$ cat src/rtl/matmul_sequencer.sv
// Job sequencer for the 3x3 matrix-multiply accelerator: loads W/X banks, steps the MAC array, unloads results.
// Optional abort input enabled by defining MATSEQ_ABORT_EN.
module matmul_sequencer #(
    parameter int unsigned DW   = 4,
    parameter int unsigned MAXD = 3
) (
    input  logic                      clk,
    input  logic                      rst_n,
    input  logic                      start,
`ifdef MATSEQ_ABORT_EN
    input  logic                      abort,
`endif
    input  logic [1:0]                row_w,
    input  logic [1:0]                col_w,
    input  logic [1:0]                row_x,
    input  logic [1:0]                col_x,
    input  logic [DW-1:0]             in_data,
    input  logic                      in_valid,
    output logic                      in_ready,
    output logic                      mem_clear,
    output logic                      mem_we_w,
    output logic                      mem_we_x,
    output logic [3:0]                mem_addr,
    output logic [DW-1:0]             mem_wdata,
    output logic [1:0]                k_idx,
    output logic [MAXD*MAXD-1:0]      mac_ld,
    output logic [MAXD*MAXD-1:0]      mac_clear,
    output logic [3:0]                res_sel,
    output logic                      res_valid,
    input  logic                      res_ready,
    output logic                      busy,
    output logic                      err_dim,
    output logic                      done
);

    localparam int unsigned NMAC = MAXD * MAXD;
    localparam int unsigned AW   = 4;
    localparam int unsigned DIMW = 2;

    typedef enum logic [2:0] {
        S_IDLE,
        S_CLEAR,
        S_LOAD_W,
        S_LOAD_X,
        S_COMPUTE,
        S_UNLOAD,
        S_DONE
    } state_t;

    state_t              state_q, state_d;
    logic [DIMW-1:0]     row_w_q, row_w_d, col_w_q, col_w_d;
    logic [DIMW-1:0]     row_x_q, row_x_d, col_x_q, col_x_d;
    logic [AW-1:0]       cnt_q, cnt_d;
    logic [DIMW-1:0]     k_q, k_d;
    logic [DIMW-1:0]     i_q, i_d, j_q, j_d;
    logic                err_q, err_d;
    logic                aborting_q, aborting_d;

    logic                in_ready_q, in_ready_d;
    logic                mem_clear_q, mem_clear_d;
    logic                mem_we_w_q, mem_we_w_d;
    logic                mem_we_x_q, mem_we_x_d;
    logic [AW-1:0]       mem_addr_q, mem_addr_d;
    logic [DW-1:0]       mem_wdata_q, mem_wdata_d;
    logic [NMAC-1:0]     mac_ld_q, mac_ld_d;
    logic [NMAC-1:0]     mac_clear_q, mac_clear_d;
    logic [AW-1:0]       res_sel_q, res_sel_d;
    logic                res_valid_q, res_valid_d;
    logic                busy_q, busy_d;
    logic                done_q, done_d;

    logic                accept_c;
    logic                dim_bad_c;
    logic                wr_ok_c;
    logic [AW-1:0]       n_w_c, n_x_c;
    logic [NMAC-1:0]     mask_c;

    // Active MAC set: rows of W by columns of X, row-major index i*MAXD+j
    always_comb begin
        mask_c = '0;
        for (int unsigned i = 0; i < MAXD; i++) begin
            for (int unsigned j = 0; j < MAXD; j++) begin
                mask_c[i*MAXD+j] = (i < 32'(row_w_q)) && (j < 32'(col_x_q));
            end
        end
    end

    assign accept_c  = in_valid && in_ready_q;
    assign n_w_c     = AW'(row_w_q) * AW'(col_w_q);
    assign n_x_c     = AW'(row_x_q) * AW'(col_x_q);
    assign dim_bad_c = (row_w == '0) || (col_w == '0) || (row_x == '0) ||
                       (col_x == '0) || (col_w != row_x);

    // Next-state and next-output logic
    always_comb begin
        state_d     = state_q;
        row_w_d     = row_w_q;
        col_w_d     = col_w_q;
        row_x_d     = row_x_q;
        col_x_d     = col_x_q;
        cnt_d       = cnt_q;
        k_d         = '0;
        i_d         = '0;
        j_d         = '0;
        err_d       = err_q;
        aborting_d  = 1'b0;

        in_ready_d  = 1'b0;
        mem_clear_d = 1'b0;
        mem_we_w_d  = 1'b0;
        mem_we_x_d  = 1'b0;
        mem_addr_d  = '0;
        mem_wdata_d = '0;
        mac_ld_d    = '0;
        mac_clear_d = '0;
        res_sel_d   = '0;
        res_valid_d = 1'b0;
        busy_d      = 1'b0;
        done_d      = 1'b0;
        wr_ok_c     = 1'b0;

        case (state_q)
            S_IDLE: begin
                cnt_d = '0;
                if (start) begin
                    if (dim_bad_c) begin
                        err_d = 1'b1;
                    end else begin
                        err_d   = 1'b0;
                        row_w_d = row_w;
                        col_w_d = col_w;
                        row_x_d = row_x;
                        col_x_d = col_x;
                        state_d = S_CLEAR;
                    end
                end
            end
            S_CLEAR: begin
                cnt_d   = '0;
                state_d = aborting_q ? S_IDLE : S_LOAD_W;
            end
            S_LOAD_W: begin
                if (accept_c) begin
                    if (cnt_q == n_w_c - AW'(1)) begin
                        cnt_d   = '0;
                        state_d = S_LOAD_X;
                    end else begin
                        cnt_d = cnt_q + AW'(1);
                    end
                end
            end
            S_LOAD_X: begin
                if (accept_c) begin
                    if (cnt_q == n_x_c - AW'(1)) begin
                        cnt_d   = '0;
                        state_d = S_COMPUTE;
                    end else begin
                        cnt_d = cnt_q + AW'(1);
                    end
                end
            end
            S_COMPUTE: begin
                if (k_q == col_w_q - DIMW'(1)) begin
                    state_d = S_UNLOAD;
                end else begin
                    k_d = k_q + DIMW'(1);
                end
            end
            S_UNLOAD: begin
                i_d = i_q;
                j_d = j_q;
                if (res_valid_q && res_ready) begin
                    if (j_q == col_x_q - DIMW'(1)) begin
                        j_d = '0;
                        if (i_q == row_w_q - DIMW'(1)) begin
                            i_d     = '0;
                            state_d = S_DONE;
                        end else begin
                            i_d = i_q + DIMW'(1);
                        end
                    end else begin
                        j_d = j_q + DIMW'(1);
                    end
                end
            end
            S_DONE: begin
                state_d = S_IDLE;
            end
            default: begin
                state_d = S_IDLE;
            end
        endcase

`ifdef MATSEQ_ABORT_EN
        // Abort overrides every other transition; the CLEAR it forces returns to IDLE
        if (abort && (state_q != S_IDLE)) begin
            state_d    = S_CLEAR;
            aborting_d = 1'b1;
            cnt_d      = '0;
            k_d        = '0;
            i_d        = '0;
            j_d        = '0;
        end
`endif

        // Outputs are registered, so they are decoded from the state being entered
        in_ready_d  = (state_d == S_LOAD_W) ||
                      ((state_d == S_LOAD_X) && (state_q == S_LOAD_X));
        wr_ok_c     = accept_c && (state_d != S_CLEAR);
        mem_we_w_d  = wr_ok_c && (state_q == S_LOAD_W);
        mem_we_x_d  = wr_ok_c && (state_q == S_LOAD_X);
        if (mem_we_w_d || mem_we_x_d) begin
            mem_addr_d  = cnt_q;
            mem_wdata_d = in_data;
        end
        mem_clear_d = (state_d == S_CLEAR);
        if (state_d == S_CLEAR) begin
            mac_clear_d = '1;
        end else if (state_d == S_COMPUTE) begin
            mac_ld_d    = mask_c;
            mac_clear_d = ~mask_c;
        end
        res_valid_d = (state_d == S_UNLOAD);
        if (state_d == S_UNLOAD) begin
            res_sel_d = AW'(i_d) * AW'(MAXD) + AW'(j_d);
        end
        busy_d = (state_d != S_IDLE);
        done_d = (state_d == S_DONE);
    end

    // State, counters and registered outputs
    always_ff @(posedge clk or negedge rst_n) begin
        if (!rst_n) begin
            state_q     <= S_IDLE;
            row_w_q     <= '0;
            col_w_q     <= '0;
            row_x_q     <= '0;
            col_x_q     <= '0;
            cnt_q       <= '0;
            k_q         <= '0;
            i_q         <= '0;
            j_q         <= '0;
            err_q       <= 1'b0;
            aborting_q  <= 1'b0;
            in_ready_q  <= 1'b0;
            mem_clear_q <= 1'b0;
            mem_we_w_q  <= 1'b0;
            mem_we_x_q  <= 1'b0;
            mem_addr_q  <= '0;
            mem_wdata_q <= '0;
            mac_ld_q    <= '0;
            mac_clear_q <= '1;
            res_sel_q   <= '0;
            res_valid_q <= 1'b0;
            busy_q      <= 1'b0;
            done_q      <= 1'b0;
        end else begin
            state_q     <= state_d;
            row_w_q     <= row_w_d;
            col_w_q     <= col_w_d;
            row_x_q     <= row_x_d;
            col_x_q     <= col_x_d;
            cnt_q       <= cnt_d;
            k_q         <= k_d;
            i_q         <= i_d;
            j_q         <= j_d;
            err_q       <= err_d;
            aborting_q  <= aborting_d;
            in_ready_q  <= in_ready_d;
            mem_clear_q <= mem_clear_d;
            mem_we_w_q  <= mem_we_w_d;
            mem_we_x_q  <= mem_we_x_d;
            mem_addr_q  <= mem_addr_d;
            mem_wdata_q <= mem_wdata_d;
            mac_ld_q    <= mac_ld_d;
            mac_clear_q <= mac_clear_d;
            res_sel_q   <= res_sel_d;
            res_valid_q <= res_valid_d;
            busy_q      <= busy_d;
            done_q      <= done_d;
        end
    end

    assign in_ready  = in_ready_q;
    assign mem_clear = mem_clear_q;
    assign mem_we_w  = mem_we_w_q;
    assign mem_we_x  = mem_we_x_q;
    assign mem_addr  = mem_addr_q;
    assign mem_wdata = mem_wdata_q;
    assign k_idx     = k_q;
    assign mac_ld    = mac_ld_q;
    assign mac_clear = mac_clear_q;
    assign res_sel   = res_sel_q;
    assign res_valid = res_valid_q;
    assign busy      = busy_q;
    assign err_dim   = err_q;
    assign done      = done_q;

endmodule

$ cat config.mk
export PLATFORM = sky130hd
export DESIGN_NAME = matmul_sequencer
export DESIGN_NICKNAME = d
export VERILOG_FILES = /design/src/rtl/matmul_sequencer.sv
export SDC_FILE = /design/constraint.sdc
export NUM_CORES = 1
export LEC_CHECK = 0
export ABC_AREA = 0
export CELL_PAD_IN_SITES_DETAIL_PLACEMENT = 2
export CELL_PAD_IN_SITES_GLOBAL_PLACEMENT = 2
export CORE_ASPECT_RATIO = 0.9
export CORE_MARGIN = 2
export CORE_UTILIZATION = 33
export DETAILED_ROUTE_END_ITERATION = 10
export GPL_TIMING_DRIVEN = 0
export PLACE_DENSITY_LB_ADDON = 0.08
export SLEW_MARGIN = 20
export SYNTH_ARGS = -nofsm -noshare
export SYNTH_HDL_FRONTEND = slang
export SYNTH_SLANG_ARGS = --single-unit
$ cat constraint.sdc
create_clock -name clk -period 4.3 [get_ports clk]
set_input_delay 0.86 -clock clk [delete_from_list [all_inputs] [get_ports clk]]
set_output_delay 0.86 -clock clk [all_outputs]
set_load 0.005 [all_outputs]
======== Word-level counts from Yosys, hierarchy flattened ========
Index checks and enable logic that the tools add are counted.
W data, S select, Z words.
word-level totals
  bits in registers ....................... 59
  bits of input ports ..................... 17
  logic and storage cells ................. 128
  output and inout bits ................... 40
operators by class
  bitwise logic cells ..................... 2
  $mul .................................... 3
  add/sub/neg operators ................... 10
  $lt $le $gt $ge ......................... 6
  equality and inequality tests ........... 20
  reductions and logical operators ........ 32
  muxes and demuxes ....................... 33
operators by type and width
  operator               count
  $mux W9                4
  $mux W3                10
  $mux W4                7
  $mux W2                9
  $pmux W3 S6            1
  $eq A3 B3 Y1 const B   5
  $logic_and A1 B1 Y1    15
  $eq A3 B2 Y1 const B   4
  $pmux W4 S3            1
  $not A9 Y9             1
  $eq A4 B4 Y1           2
  $logic_not A2 Y1       4
  $lt A1 B2 Y1 const A   4
  $mul A2 B2 Y4          2
  $sub A4 B1 Y4 const B  2
  $add A2 B1 Y2 const B  3
  $eq A2 B2 Y1           3
  $eq A3 B1 Y1 const B   2
  $logic_or A1 B1 Y1     6
  $reduce_and A3 Y1      2
  $reduce_bool A3 Y1     2
  $sub A2 B1 Y2 const B  3
  $add A4 B1 Y4 const B  1
  $add A4 B2 Y4          1
  10 further kinds       12

======== Longest topological paths before layout ========
  word-level depth ........................ 13
  depth in mapped cells ................... 12
  depth with buffers taken out ............ 11

======== Worst setup path after synthesis ========
No wires, ideal clock.
  path type ............................... input port to flip-flop
  start point ............................. in res_ready
  end point ............................... reg res_sel_q[2] (netlist: res_sel[2])
  required time ........................... 4.181 ns
  setup time .............................. 0.119 ns
  data arrival time ....................... 3.115 ns
  slack ................................... 1.066 ns
  buffers on the path ..................... 1
  stages on the path ...................... 10
  cells stage by stage .................... nand2_1 > and3b_1 > clkbuf_1 > nand2_1 > xor2_1 > nor3_1 > fa_1 > ha_1 > fa_1 > and2_1
between the ends
  cells in the longest elaborated chain, start to end .. 6
  elaborated cells between the ends (all ways) .. 11
  classes of those cells .................. add/sub (1); mul (1); eq/ne (1); mux (7); reduce/logical (1)
RTL lines
  element               line  text
  from (decl)           30    input logic res_ready,
  $logic_and A1 B1 Y1   172   if (res_valid_q && res_ready) begin
  $mux W2               172
  $mux W2               122   case (state_q)
  net i_d[1]            55    logic [DIMW-1:0] i_q, i_d, j_q, j_d;
  $mul A2 B2 Y4         225   res_sel_d = AW'(i_d) * AW'(MAXD) + AW'(j_d);
  $add A4 B2 Y4         225
  $mux W4               224   if (state_d == S_UNLOAD) begin
  net res_sel_d[2]      67    logic [AW-1:0] res_sel_q, res_sel_d;
  to (signal assigned)  277   res_sel_q <= res_sel_d;
  to (decl)             67
The timed path passes the listed nets, and every way through them passes these cells.
A chain may end at the register's enable or synchronous reset.

======== Worst setup path after layout ========
  start point ............................. reg col_x_q[0]
  end point ............................... reg res_sel_q[2] (netlist: res_sel[2])
between the ends
  cells in the longest elaborated chain, start to end .. 8
  elaborated cells between the ends (all ways) .. 20
  classes of those cells .................. add/sub (3); mul (2); eq/ne (3); mux (12)
RTL lines
  element                 line  text
  from (decl)             52    logic [DIMW-1:0] row_x_q, row_x_d, col_x_q, col_x_d;
  from (signal assigned)  262   col_x_q <= col_x_d;
  $sub A2 B1 Y2           173   if (j_q == col_x_q - DIMW'(1)) begin
  $eq A2 B2 Y1            173
  $mux W2                 173
  $mux W2                 172
  $mux W2                 122
  net i_d[1]              55
  $mul A2 B2 Y4           225
  $add A4 B2 Y4           225
  $mux W4                 224
  net res_sel_d[2]        67
The timed path passes the listed nets, and every way through them passes these cells.

==> flow_metrics.py <==
metrics = {
    "outcome": {
        "status": "finished clean",
    },
    "setup_path": {
        "rr_endpoint": "res_sel[2]",
        "r2r_cells": 12,
        "slowest_stage": "dfrtp_1",
        "reg2reg_from": "col_x_q[0]",
        "cp_slowest_stage_delay_ns": 0.59,
        "crit_chain": "inv_1, ha_1, xor2_1, and3b_1, clkbuf_1, nand2_1, xor2_1, nor3_1, fa_1, ha_1, fa_1, and2_1",
        "critPathLaunch": "col_x_q[0]",
        "arrival_ns": 3.89,
        "setup.worst_path.class": "reg -> reg",
        "critPathLaunchType": "register",
        "crit_required_ns": 4.52,
        "path_max_fanout": 9,
        "endpoint_kind": "register",
        "crit_family": "adder cells",
        "r2r_slack_ns": 0.63,
        "cp_num_buf_inv": 2,
    },
    "power_and_ir_drop": {
        "irDropWorstVdd_uv": 201,
        "leakagePower_nw": 1.71,
        "pwr_density_cell_mw_per_mm2": 513,
        "power_w": 0.00195,
    },
    "floorplanning": {
        "initial_core_util": 0.338,
        "dieArea_sq_mm": 0.00949,
        "die_w_microns": 102,
        "coreArea_sq_mm": 0.00853,
        "row_count": 32,
        "io-pin-count": 57,
        "die_h_microns": 92.6,
    },
    "yosys": {
        "synth_edf_count": 0,
        "synthArstFlopShare": 1.00,
        "syn_inst": 248,
        "synth.largest_area_cell": "dfrtp_1",
        "synth_top_area_frac": 0.435,
        "synth_area_leaders": "dfrtp_1, dfstp_2, ha_1",
        "ys.flop_type": "dfrtp_1",
        "synth_nets": 282,
        "ys_types": 51,
        "synth_commonest_cells": "dfrtp_1, nand2_1, and2_1, nor2_1, ha_1",
        "avgSynthCellArea_sq_um": 11.6,
        "ys_seq_elements": 59,
        "yosysMostFrequentCell": "dfrtp_1",
        "ys_seq_area_frac": 0.517,
        "synth_warnings": 0,
        "syn-cell-area_sq_mm": 0.00288,
    },
    "finish": {
        "fin_nets": 350,
        "diodes": 0,
        "area_growth_pct": 32.0,
        "fillers": 900,
        "drive_gt1_frac": 0.143,
    },
    "clocking": {
        "cts_resized": 0,
        "cts_buffer_depth": 2,
        "cts.clk_slew.worst_paths_ns": 0.07,
        "cts_setup_buffers": 0,
        "cts_hold_buf": 0,
        "cts-buffers-inserted": 9,
        "clock-sinks": 59,
        "h-tree-depth": 3,
        "insertion_delay_ns": 0.33,
        "cts_tree": "yes",
        "cts_root_buf": "clkbuf_8",
    },
    "routing": {
        "drt_iter0_drc": 29,
        "avgRoutedWirePerCell_microns": 16.1,
        "vias_per_cell": 4.73,
        "wirelength_microns": 7080,
        "drc": 0,
        "drt_first_pass_iters": 4,
        "via_count": 2079,
        "ant_nets": 0,
    },
    "grt": {
        "grt_pass1_wl_microns": 11500,
        "gr-total-overflow": 0,
        "grt_pass1_vias": 2223,
        "grt_antenna_before_repair": 0,
        "grt_max_degree": 32,
        "grtUsageTotal": 0.161,
    },
    "timing": {
        "fmax_mhz": 272,
        "fin_skew_ns": 0.00957,
        "period_share": 0.854,
        "grt_setup_unrepaired": "false",
        "setup_viol": 0,
        "worst_pin_slew_ns": 0.692,
        "setup_slack_ns": 0.628,
        "final_hold_viol_count": 0,
        "relSlewSlack": 0.535,
        "period_minus_slack_ns": 3.67,
        "fin_tns_setup_ns": 0,
        "slew_viol_final": 0,
    },
    "placement": {
        "dp_hpwl_microns": 5290,
        "pre_cts_ws_ns": 0.293,
        "port_buffers": 56,
        "place.gp.congestion": 0.762,
    },
    "run": {
        "maxCapViolCount": 0,
    },
    "min_path": {
        "hold_path.class": "in -> async",
    },
}
-- power by group --
part	total [W]	internal, W	switching (W)
logic	0.000698	0.000315	0.000383
clock network	0.000507	0.000282	0.000225
registers	0.000744	0.000631	0.000113
-- layout make-up --
| type | count | area (sq um) | share of cell area |
|---|---|---|---|
| clock buffers | 11 | 141 | 0.0372 |
| multi-input cells | 170 | 1310 | 0.344 |
| clock inverters | 5 | 53.8 | 0.0142 |
| inverters | 12 | 45.0 | 0.0118 |
| well taps | 119 | 149 | 0.0392 |
| repair buffers | 57 | 578 | 0.152 |
| plain buffers | 7 | 40.0 | 0.0105 |
| flip-flops and latches | 59 | 1490 | 0.391 |
-- worst reg2reg max path: stages (launching register included) --
cell	delay, ns
dfrtp_1	0.59
inv_1	0.09
ha_1	0.32
xor2_1	0.20
and3b_1	0.18
clkbuf_1	0.20
nand2_1	0.12
xor2_1	0.16
nor3_1	0.42
fa_1	0.52
ha_1	0.22
fa_1	0.41
and2_1	0.14
-- metrics by stage --
step / hold WS (ns) / utilization / instance area (sq um) / instances
after floorplan: 0.492 / - / 2880 / 248
after global placement: 0.500 / 0.421 / 3590 / 423
after detailed placement: 0.518 / 0.423 / 3610 / 424
after CTS: 0.450 / 0.446 / 3800 / 440
after global routing: 0.465 / 0.446 / 3800 / 440
final: 0.456 / 0.446 / 3800 / 440
-- flip-flops by register name, indices dropped and copies added, names as in the netlist, 3 cells and up --
name	flops
res_sel	4
cnt_q	4
mem_wdata	4
mac_ld	9
mac_clear	9
state_q	3
mem_addr	4
-- logic make-up (layout without fill, tap and decap cells) --
logic type / count (synthesis) / after routing / synth area share
AOI/OAI and AO/OA: 27 / 27 / 0.0782
xor gates and xnor gates: 20 / 20 / 0.0608
adders and majority gates: 17 / 17 / 0.0843
buffers and inverters: 19 / 92 / 0.0296
DFF: 59 / 59 / 0.517
muxes: 10 / 10 / 0.0387
and+or+nand+nor: 96 / 96 / 0.192
-- how the worst max path moves through the flow --
stage            endpoint  slack [ns]  cells past startpoint
2_1_floorplan  res_sel[2]        1.07                     10
5_1_grt        res_sel[2]        0.31                     12
4_1_cts        res_sel[2]        0.53                     12
3_3_place_gp   res_sel[2]        0.36                     11
6_report       res_sel[2]        0.63                     12
3_5_place_dp   res_sel[2]        0.29                     11
-- layout by cell type (no fill, tap or decap), types with 12 or more instances in the layout --
cell             count
nor2_1              14
and2_1              14
inv_1               12
clkdlybuf4s50_1     55
dfrtp_1             50
nand2_1             15
ha_1                13
-- layer usage --
metal	up-vias	global-route usage	wire [microns]
met3	6	0.0400	293
met1	1026	0.230	3580
li1	991	-	-
met4	0	0.0500	77
met2	56	0.240	3130
met5	-	0	0
Note: power is estimated with default switching activity, not from simulation.
